===== src/rtl/quant_pkg.sv =====
// Shared definitions for the activation quantisation path.
// Holds the transfer FSM state type, datapath widths, the legal element
// widths and helpers that map an element width to its legalised value and
// to the number of elements packed into one word.
package quant_pkg;

  localparam int unsigned WORD_WIDTH       = 32;
  localparam int unsigned MAX_OUTPUT_WIDTH = 8;
  localparam int unsigned OUT_WIDTH        = MAX_OUTPUT_WIDTH + 2;
  localparam int unsigned COUNT_BITS       = 16;

  localparam logic [3:0] BITS_1 = 4'd1;
  localparam logic [3:0] BITS_2 = 4'd2;
  localparam logic [3:0] BITS_4 = 4'd4;
  localparam logic [3:0] BITS_8 = 4'd8;

  typedef enum logic [1:0] {
    IDLE,
    FETCH,
    EMIT,
    DONE
  } state_t;

  // Any width other than 1/2/4 behaves as 8.
  function automatic logic [3:0] legal_bits(input logic [3:0] bits);
    case (bits)
      BITS_1, BITS_2, BITS_4: return bits;
      default:                return BITS_8;
    endcase
  endfunction

  function automatic logic [5:0] elems_per_word(input logic [3:0] bits);
    case (legal_bits(bits))
      BITS_1:  return 6'd32;
      BITS_2:  return 6'd16;
      BITS_4:  return 6'd8;
      default: return 6'd4;
    endcase
  endfunction

endpackage


===== src/rtl/activation_unpacker_if.sv =====
// Stream bundle between the activation buffer, the unpacker and the array
// input driver.
//   in_word/in_valid/in_ready     : packed-word stream into the unpacker
//   out_data/out_valid/out_ready  : signed element stream out of the unpacker
//   out_last                      : marks the final element of a transfer
// master = environment side, slave = unpacker side.
interface activation_unpacker_if;
  import quant_pkg::*;

  logic [WORD_WIDTH-1:0]       in_word;
  logic                        in_valid;
  logic                        in_ready;
  logic signed [OUT_WIDTH-1:0] out_data;
  logic                        out_valid;
  logic                        out_ready;
  logic                        out_last;

  modport master (
    output in_word, in_valid, out_ready,
    input  in_ready, out_data, out_valid, out_last
  );

  modport slave (
    input  in_word, in_valid, out_ready,
    output in_ready, out_data, out_valid, out_last
  );

endinterface


===== src/rtl/zp_extend.sv =====
// Combinational element extender with zero-point removal.
//   elem          : low-aligned packed element (only the low `bits` used)
//   bits          : element width, illegal values behave as 8
//   elem_unsigned : 1 = zero-extend, 0 = sign-extend
//   offset        : unsigned zero-point subtracted from the extended element
//   out_data      : full-precision signed result (-383..255 fits)
module zp_extend
  import quant_pkg::*;
(
  input  logic [MAX_OUTPUT_WIDTH-1:0] elem,
  input  logic [3:0]                  bits,
  input  logic                        elem_unsigned,
  input  logic [MAX_OUTPUT_WIDTH-1:0] offset,
  output logic signed [OUT_WIDTH-1:0] out_data
);

  logic                 sgn;
  logic [OUT_WIDTH-1:0] ext;

  always_comb begin
    sgn = 1'b0;
    ext = '0;
    case (legal_bits(bits))
      BITS_1: begin
        sgn = ~elem_unsigned & elem[0];
        ext = {{(OUT_WIDTH-1){sgn}}, elem[0]};
      end
      BITS_2: begin
        sgn = ~elem_unsigned & elem[1];
        ext = {{(OUT_WIDTH-2){sgn}}, elem[1:0]};
      end
      BITS_4: begin
        sgn = ~elem_unsigned & elem[3];
        ext = {{(OUT_WIDTH-4){sgn}}, elem[3:0]};
      end
      default: begin
        sgn = ~elem_unsigned & elem[7];
        ext = {{(OUT_WIDTH-8){sgn}}, elem[7:0]};
      end
    endcase
    out_data = $signed(ext - {{(OUT_WIDTH-MAX_OUTPUT_WIDTH){1'b0}}, offset});
  end

endmodule


===== src/rtl/activation_unpacker.sv =====
// Unpacks 32-bit words of LSB-first packed activations into one signed,
// zero-point-corrected element per cycle.
//   clk, nrst       : clock, synchronous active-high reset
//   start           : pulse in IDLE latches cfg_* and begins a transfer
//   cfg_output_bits : element width 1/2/4/8 (others act as 8)
//   cfg_unsigned    : zero-extend (1) or sign-extend (0)
//   cfg_offset      : zero-point subtracted from each element
//   cfg_num_elems   : element count of the transfer
//   bus (slave)     : word input stream and element output stream
//   busy            : transfer in progress
//   done            : one-cycle pulse after the final element handshake
module activation_unpacker
  import quant_pkg::*;
(
  input  logic                        clk,
  input  logic                        nrst,
  input  logic                        start,
  input  logic [3:0]                  cfg_output_bits,
  input  logic                        cfg_unsigned,
  input  logic [MAX_OUTPUT_WIDTH-1:0] cfg_offset,
  input  logic [COUNT_BITS-1:0]       cfg_num_elems,
  activation_unpacker_if.slave        bus,
  output logic                        busy,
  output logic                        done
);

  state_t                      state, next_state;
  logic [3:0]                  bits_r;
  logic                        uns_r;
  logic [MAX_OUTPUT_WIDTH-1:0] off_r;
  logic [COUNT_BITS-1:0]       remaining;
  logic [WORD_WIDTH-1:0]       buf_r;
  logic [4:0]                  idx;
  logic signed [OUT_WIDTH-1:0] out_data_r;
  logic signed [OUT_WIDTH-1:0] zp_out;
  logic [MAX_OUTPUT_WIDTH-1:0] elem_src;
  logic                        in_ready;
  logic                        handshake;
  logic                        accept;
  logic                        word_last;
  logic                        final_elem;

  assign word_last  = ({1'b0, idx} == elems_per_word(bits_r) - 6'd1);
  assign final_elem = (remaining == COUNT_BITS'(1));
  assign handshake  = (state == EMIT) && bus.out_ready;
  assign accept     = bus.in_valid && in_ready;

  always_comb begin
    next_state = state;
    in_ready   = 1'b0;
    case (state)
      IDLE:  if (start) next_state = (cfg_num_elems == '0) ? DONE : FETCH;
      FETCH: begin
        in_ready = 1'b1;
        if (bus.in_valid) next_state = EMIT;
      end
      EMIT: begin
        if (bus.out_ready) begin
          if (final_elem) begin
            next_state = DONE;
          end else if (word_last) begin
            // Next word may be taken in the same cycle as this handshake.
            in_ready = 1'b1;
            if (!bus.in_valid) next_state = FETCH;
          end
        end
      end
      DONE:    next_state = IDLE;
      default: next_state = IDLE;
    endcase
  end

  // A freshly accepted word is presented directly; otherwise the buffer
  // already holds the next undisplayed element in its low bits.
  assign elem_src = accept ? bus.in_word[MAX_OUTPUT_WIDTH-1:0] : buf_r[MAX_OUTPUT_WIDTH-1:0];

  zp_extend u_zp_extend (
    .elem          (elem_src),
    .bits          (bits_r),
    .elem_unsigned (uns_r),
    .offset        (off_r),
    .out_data      (zp_out)
  );

  always_ff @(posedge clk) begin
    if (nrst) begin
      state      <= IDLE;
      bits_r     <= BITS_8;
      uns_r      <= 1'b0;
      off_r      <= '0;
      remaining  <= '0;
      buf_r      <= '0;
      idx        <= '0;
      out_data_r <= '0;
    end else begin
      state <= next_state;
      if (state == IDLE && start) begin
        bits_r    <= legal_bits(cfg_output_bits);
        uns_r     <= cfg_unsigned;
        off_r     <= cfg_offset;
        remaining <= cfg_num_elems;
      end
      if (accept) begin
        out_data_r <= zp_out;
        buf_r      <= bus.in_word >> bits_r;
        idx        <= '0;
      end else if (handshake && !word_last && !final_elem) begin
        out_data_r <= zp_out;
        buf_r      <= buf_r >> bits_r;
        idx        <= idx + 5'd1;
      end
      if (handshake) remaining <= remaining - COUNT_BITS'(1);
    end
  end

  assign bus.in_ready  = in_ready;
  assign bus.out_data  = out_data_r;
  assign bus.out_valid = (state == EMIT);
  assign bus.out_last  = (state == EMIT) && final_elem;
  assign busy          = (state != IDLE);
  assign done          = (state == DONE);

endmodule


===== src/flat_wrapper.sv =====
// flat-port wrapper written by rule: the top's interface ports become plain ports
module activation_unpacker_flat import quant_pkg::*;
  (clk, nrst, start, cfg_output_bits, cfg_unsigned, cfg_offset, cfg_num_elems, busy, done, bus_in_word, bus_in_valid, bus_out_ready, bus_in_ready, bus_out_data, bus_out_valid, bus_out_last);
  activation_unpacker_if bus_i ();
  input  logic clk;
  input  logic nrst;
  input  logic start;
  input  logic [3:0] cfg_output_bits;
  input  logic cfg_unsigned;
  input  logic [MAX_OUTPUT_WIDTH-1:0] cfg_offset;
  input  logic [COUNT_BITS-1:0] cfg_num_elems;
  output logic busy;
  output logic done;
  input wire logic [$bits(bus_i.in_word)-1:0] bus_in_word;
  input wire logic [$bits(bus_i.in_valid)-1:0] bus_in_valid;
  input wire logic [$bits(bus_i.out_ready)-1:0] bus_out_ready;
  output wire logic [$bits(bus_i.in_ready)-1:0] bus_in_ready;
  output wire logic [$bits(bus_i.out_data)-1:0] bus_out_data;
  output wire logic [$bits(bus_i.out_valid)-1:0] bus_out_valid;
  output wire logic [$bits(bus_i.out_last)-1:0] bus_out_last;
  assign bus_i.in_word = bus_in_word;
  assign bus_i.in_valid = bus_in_valid;
  assign bus_i.out_ready = bus_out_ready;
  assign bus_in_ready = bus_i.in_ready;
  assign bus_out_data = bus_i.out_data;
  assign bus_out_valid = bus_i.out_valid;
  assign bus_out_last = bus_i.out_last;
  activation_unpacker u_core (.clk(clk), .nrst(nrst), .start(start), .cfg_output_bits(cfg_output_bits), .cfg_unsigned(cfg_unsigned), .cfg_offset(cfg_offset), .cfg_num_elems(cfg_num_elems), .bus(bus_i), .busy(busy), .done(done));
endmodule

===== config.mk =====
export PLATFORM = sky130hd
export DESIGN_NAME = activation_unpacker_flat
export DESIGN_NICKNAME = d
export VERILOG_FILES = /design/src/rtl/quant_pkg.sv /design/src/rtl/activation_unpacker_if.sv /design/src/rtl/zp_extend.sv /design/src/rtl/activation_unpacker.sv /design/src/flat_wrapper.sv
export SDC_FILE = /design/constraint.sdc
export NUM_CORES = 1
export LEC_CHECK = 0
export CORE_MARGIN = 2
export CORE_UTILIZATION = 40
export CTS_CLUSTER_DIAMETER = 40
export DETAILED_ROUTE_END_ITERATION = 10
export SKIP_LAST_GASP = 1
export SLEW_MARGIN = 30
export SYNTH_ARGS = -nofsm -noshare
export SYNTH_HDL_FRONTEND = slang
export SYNTH_SLANG_ARGS = --single-unit

===== constraint.sdc =====
create_clock -name clk -period 5.6 [get_ports clk]
set_clock_uncertainty 0.1 [all_clocks]
set_input_delay 1.12 -clock clk [delete_from_list [all_inputs] [get_ports clk]]
set_output_delay 1.12 -clock clk [all_outputs]
set_load 0.1 [all_outputs]

* After elaboration in Yosys (flattened, before gate mapping)
Index checks and enable logic that the tools add are counted.
Widths: inputs -> output; s select.
** Storage, ports and cells
- Flip-flop bits (word level) :: 78
- Input port bits :: 66
- Output and inout bits :: 15
** Operators by class
- Add/sub/neg operators :: 4
- Equality and inequality tests :: 19
- Shifts and indexed selects :: 2
- Muxes and demuxes :: 23
- Bitwise gates (word level) :: 5
- Reductions and logical operators :: 17
** Operators with widths (number)
- $mux 32 :: 2
- $shr 32x4->32 :: 2
- $mux 16 :: 2
- $pmux 10 s3 :: 1
- $mux 10 :: 2
- $pmux 6 s3 :: 1
- $eq 16x1->1 const B :: 1
- $logic_not 16->1 :: 1
- $sub 16x1->16 const B :: 1
- $mux 2 :: 7
- $eq 4x1->1 const B :: 3
- $eq 4x2->1 const B :: 3
- $eq 4x3->1 const B :: 3
- $sub 10x8->10 :: 1
- $mux 4 :: 2
- $mux 8 :: 1
- $pmux 2 s4 :: 1
- $eq 5x6->1 :: 1
- $logic_and 1x1->1 :: 6
- $ne 2x2->1 const B :: 3
- $reduce_bool 2->1 :: 3
- $reduce_or 3->1 :: 2
- $sub 6x1->6 const B :: 1
- $add 5x1->5 const B :: 1
- other kinds (12) :: 19

* Depth between registers and ports, before layout
- Depth in word-level cells :: 18
- Depth in mapped cells :: 24
- Mapped depth without buffers :: 20

* Hierarchy
Synthesis repeated with hierarchy kept, for this count alone.
** Second synthesis, totals
- Cells, all modules :: 716
- Area, all modules :: 5964.5 µm²
** Modules (own cells, without submodules)
- activation_unpacker :: times used 1, cells each 636, area each 5381.4 µm²
- zp_extend :: times used 1, cells each 80, area each 583.1 µm²

* Worst setup path before layout
No wires, ideal clock.
- Path type :: register to register
- From :: register u_core.state[0]
- To :: register u_core.out_data_r[8] (netlist: u_core.bus.out_data[8])
- Arrival :: 4795 ps
- Data required time :: 5378 ps
- Setup slack :: 583 ps
- Cell stages (with the launch flop) :: 25
- Path buffers :: 6
- Clock period less this slack :: 5017 ps
- Path through :: dfxtp_1 inv_1 ha_1 and2_1 clkbuf_1 o21a_1 and3_1 clkbuf_1 a21o_1 buf_6 buf_6 buf_4 buf_2 mux2i_1 o21ai_0 ha_1 nand2_1 nand2_1 a21o_1 a21o_1 a21oi_1 o21bai_1 a21oi_1 nor4_1 a311o_1
** Between the ends
- Word-level cells in the longest chain between the ends :: 9
** RTL lines
- from (decl) :: line activation_unpacker.sv:27 : state_t state, next_state;
- from (signal assigned) :: line activation_unpacker.sv:96 : state <= next_state;
- $eq 2x2->1 *
- via bus_out_valid :: line flat_wrapper.sv:19 : output wire logic [$bits(bus_i.out_valid)-1:0] bus_out_valid;
- $pmux 1 s2 :: line activation_unpacker.sv:51 : case (state)
- $logic_and 1x1->1 :: line activation_unpacker.sv:46 : assign accept = bus.in_valid && in_ready;
- $mux 8 :: line activation_unpacker.sv:75 : assign elem_src = accept ? bus.in_word[MAX_OUTPUT_WIDTH-1:0] : buf_r[MAX_OUTPUT_WIDTH-1:0];
- $and 1x1->1 (on tied branches)
- $pmux 10 s3 :: line zp_extend.sv:23 : case (legal_bits(bits))
- $sub 10x8->10 :: line zp_extend.sv:41 : out_data = $signed(ext - {{(OUT_WIDTH-MAX_OUTPUT_WIDTH){1'b0}}, offset});
- $mux 10 :: line activation_unpacker.sv:107 : end else if (handshake && !word_last && !final_elem) begin
- $mux 10 :: line activation_unpacker.sv:103 : if (accept) begin
- to (signal assigned) :: line activation_unpacker.sv:104 : out_data_r <= zp_out;
- to (signal assigned) :: line activation_unpacker.sv:108 : out_data_r <= zp_out;
- to (decl) :: line activation_unpacker.sv:34 : logic signed [OUT_WIDTH-1:0] out_data_r;
The timed path passes the listed nets; every way through them passes the cells marked *. The select of a mux whose other input is x is not followed.
A chain may end at the register's enable or synchronous reset.

* Worst setup path in the final report
- From :: input port bus_out_ready
- To :: register u_core.out_data_r[8] (netlist: u_core.bus.out_data[8])
** Between the ends
- Word-level cells in the longest chain between the ends :: 9
** RTL lines
- from (decl) :: line flat_wrapper.sv:16 : input wire logic [$bits(bus_i.out_ready)-1:0] bus_out_ready;
- $mux 1 :: line activation_unpacker.sv:58 : if (bus.out_ready) begin
- $pmux 1 s2 :: line activation_unpacker.sv:51
- $logic_and 1x1->1 :: line activation_unpacker.sv:46
- $mux 8 :: line activation_unpacker.sv:75
- $and 1x1->1 (on tied branches)
- $pmux 10 s3 :: line zp_extend.sv:23
- $sub 10x8->10 :: line zp_extend.sv:41
- $mux 10 :: line activation_unpacker.sv:107
- $mux 10 :: line activation_unpacker.sv:103
Parallel ways exist; a longest one is shown, timed or not. The select of a mux whose other input is x is not followed.

==> out/qor.txt <==
Reg2Reg Capture Point: u_core.bus.out_data[8]$_SDFFE_PP0P_
EDFF count, synth: 0
Worst slew margin: 0.347
Diodes inserted: 0
Placed Instances: 940
GPL Wtd Cong: 0.938
Asr flop ratio synth: 0
Critical path origin: bus_out_ready
Die area: 15800 um2
Final total power: 3.23 mW
Initial core utilization: 0.409
Final instance area: 7130 um2
Worst skew pair latency: 0.35 ns
Setup bufs post-CTS: 0
First-pass GRT wire length: 30.4 mm
GRT overflow: 0
Unrepaired setup endpoints after global routing: no
# Max-Cap Violations: 0
Crit path DAT: 5.09 ns
Clk slew on worst S/H paths: 0.05 ns
Number of synthesized register bits: 78
Multi-input gate area: 4060 um2
Io pins: 81
Layout Utilization: 0.493
Top_reg_cell synth: dfxtp_1
Post-Layout Cell Count: 953
Setup slack after layout: 0.642 ns
Yosys cell types: 69
Final Setup Violations: 0
Length of the first detailed-routing pass in iterations: 6
Post-DP Area: 6850 um2
Cell Rows: 44
I/O Buffers: 80
Status: finished, final reports clean
WHS: 0.354 ns
Crit Path Max Fanout: 7
Post-synth top area share: 0.264
Area contributors post-synth: dfxtp_1 26%, mux4_2 13%, mux2i_1 6.6%
Final Slew Violations: 0
Dpl hpwl: 13.6 mm
Largest net degree at the start of global routing: 47
Layout cells sized above 1: 0.109
Final hold violations: 0
Tcrit/Tclk final: 0.885
Gr busiest metal: met2
Worst hold path class: reg -> reg
Vias: 5959
Worst-case reg-to-reg path depth: 20
Register area: 1560 um2
DR DRC count: 0
Die Y: 126 um
GRT Total Usage: 0.238
Peak VDD IR: 0.192 mV
Antenna viol nets, final: 0
R2r setup slk: 0.87 ns
Post-synthesis sequential area ratio: 0.264
Initial antenna violation count: 0
# fillers: 1452
Vias in the first global route: 5729
Synth Area in Compound Gates: 0.211
Xor/xnor cell area share of the yosys netlist: 0.0163
Chip width: 126 um
Post-Synth Simple-Gate Area: 0.210
Most common cell in the synthesized netlist: nand2_1
Syn Area/Cell: 8.33 um2
Critical path required time: 5.73 ns
Iteration-0 DRC Markers: 676
Commonest cells in the netlist: 93 x nand2_1, 78 x dfxtp_1, 73 x nor2_1
Num CTS Buffers: 9
Setup CP Type: in -> reg
Startpoint Class: input pin
Post_cts resized: 0
Total core area: 14500 um2
Post-Synth Adder-Cell Area: 0.0372
GR met2 Demand/Resource: 0.373
Worst slack at placement: 0.308 ns
Final wirelength: 18.6 mm
Time the worst path needs with I/O delays and setup: 4.96 ns
Post-route setup TNS: 0 ns
Crit path capture type: register
Largest family of logic cells by synthesized area: compound AO/OA/AOI/OAI gates
Reg2reg start: u_core.bits_r[1]$_SDFFE_PP0P_
Met3 GRT Util: 0.0425
Routed wire per std cell: 19.6 um
Achievable Freq: 0.202 GHz
Post-Syn Area: 5930 um2
Met1 Use GR: 0.329
Synth warn: 0
CTS tree: done
Layout area overhead: 20.4%
Hold Buf Count CTS: 0
Leakage: 2.54 nW
Total clock sinks: 78
Mux contribution to synthesized area: 0.208
Clock Path Buffers: 2
Crit path to: u_core.bus.out_data[8]$_SDFFE_PP0P_
P per Cell Area: 453 nW/um2
Clock Tree Root: clkbuf_16
Post-DR vias/cell: 6.25
Final Net Count: 850
Syn nets: 794
Mapped Cells: 711
Max H-tree Level: 3
Cell taking the most area after synthesis: dfxtp_1
Worst-margin pin slew: 0.976 ns
-- cell type report --
type,instances,share of cell area
clock buffer,11,0.0340
clock inverter,2,0.00491
inverter,22,0.0116
multi-input combinational,559,0.569
sequential,78,0.219
tap,184,0.0323
timing repair buffer,97,0.129
-- sequential cells by signal (all words and copies together) (netlist names) --
register / flops
u_core.bits_r: 4
u_core.buf_r: 32
u_core.bus.out_data: 10
u_core.idx: 5
u_core.off_r: 8
u_core.remaining: 16
u_core.state: 2
u_core.uns_r: 1
-- worst min-delay path by stage --
| stage | from | endpoint | slack, ns | cells after the start |
|---|---|---|---|---|
| CTS | u_core.bus.out_data[1]$_SDFFE_PP0P_ | u_core.bus.out_data[1]$_SDFFE_PP0P_ | 0.36 | 2 |
| detailed placement | u_core.bus.out_data[1]$_SDFFE_PP0P_ | u_core.bus.out_data[1]$_SDFFE_PP0P_ | 0.35 | 2 |
| global route | u_core.bus.out_data[1]$_SDFFE_PP0P_ | u_core.bus.out_data[1]$_SDFFE_PP0P_ | 0.38 | 2 |
| floorplan | u_core.off_r[1]$_SDFFE_PP0P_ | u_core.off_r[1]$_SDFFE_PP0P_ | 0.34 | 2 |
| global placement | u_core.bus.out_data[1]$_SDFFE_PP0P_ | u_core.bus.out_data[1]$_SDFFE_PP0P_ | 0.34 | 2 |
| finish | u_core.off_r[7]$_SDFFE_PP0P_ | u_core.off_r[7]$_SDFFE_PP0P_ | 0.35 | 2 |
-- kinds of logic (layout without fill, tap and decap cells) --
kind of cell | count (synthesis) | after routing
flops | 78 | 78
fa+ha+maj | 17 | 17
buf+inv | 74 | 132
mux | 79 | 79
compound gates | 183 | 183
xor+xnor | 11 | 11
simple gates | 269 | 269
-- worst max-delay path, cell delays in order --
cell and delay (ns):
clkdlybuf4s50_1 0.48, and2_1 0.30, o21a_1 0.19, and3_1 0.30
a21o_2 0.23, mux2i_1 0.35, o22ai_1 0.17, nand3_1 0.13
o21ai_0 0.11, ha_1 0.32, nand2_1 0.08, nand2_1 0.05
a21o_1 0.20, a21o_1 0.18, a21oi_1 0.22, o21bai_1 0.09
a21oi_1 0.18, nor4_1 0.06, a311o_1 0.33
-- where the power goes --
| part | switching (mW) | internal, mW |
|---|---|---|
| clock network | 0.231 | 0.349 |
| logic | 1.17 | 0.665 |
| registers | 0.134 | 0.682 |
| total | 1.54 | 1.70 |
-- cell usage in the layout, fill, tap and decap left out, types with 8 or more instances in the layout --
cell type / n
nor4_1: 8
mux2i_1: 39
nand2_1: 93
a22oi_1: 21
ha_1: 16
clkbuf_16: 9
buf_4: 18
and3_1: 8
a211oi_1: 14
dfxtp_1: 77
a21oi_1: 48
nand3_1: 20
clkdlybuf4s50_1: 78
inv_1: 21
mux4_2: 35
nor2_1: 72
nor3_1: 31
o21ai_0: 28
-- per-layer routing --
layer  part of all wire  vias up
li1                   -     2792
met1               0.45     2885
met2               0.46      248
met3              0.064       34
met4              0.024        0
met5                  0        -
Note: power is estimated with default switching activity, not from simulation.
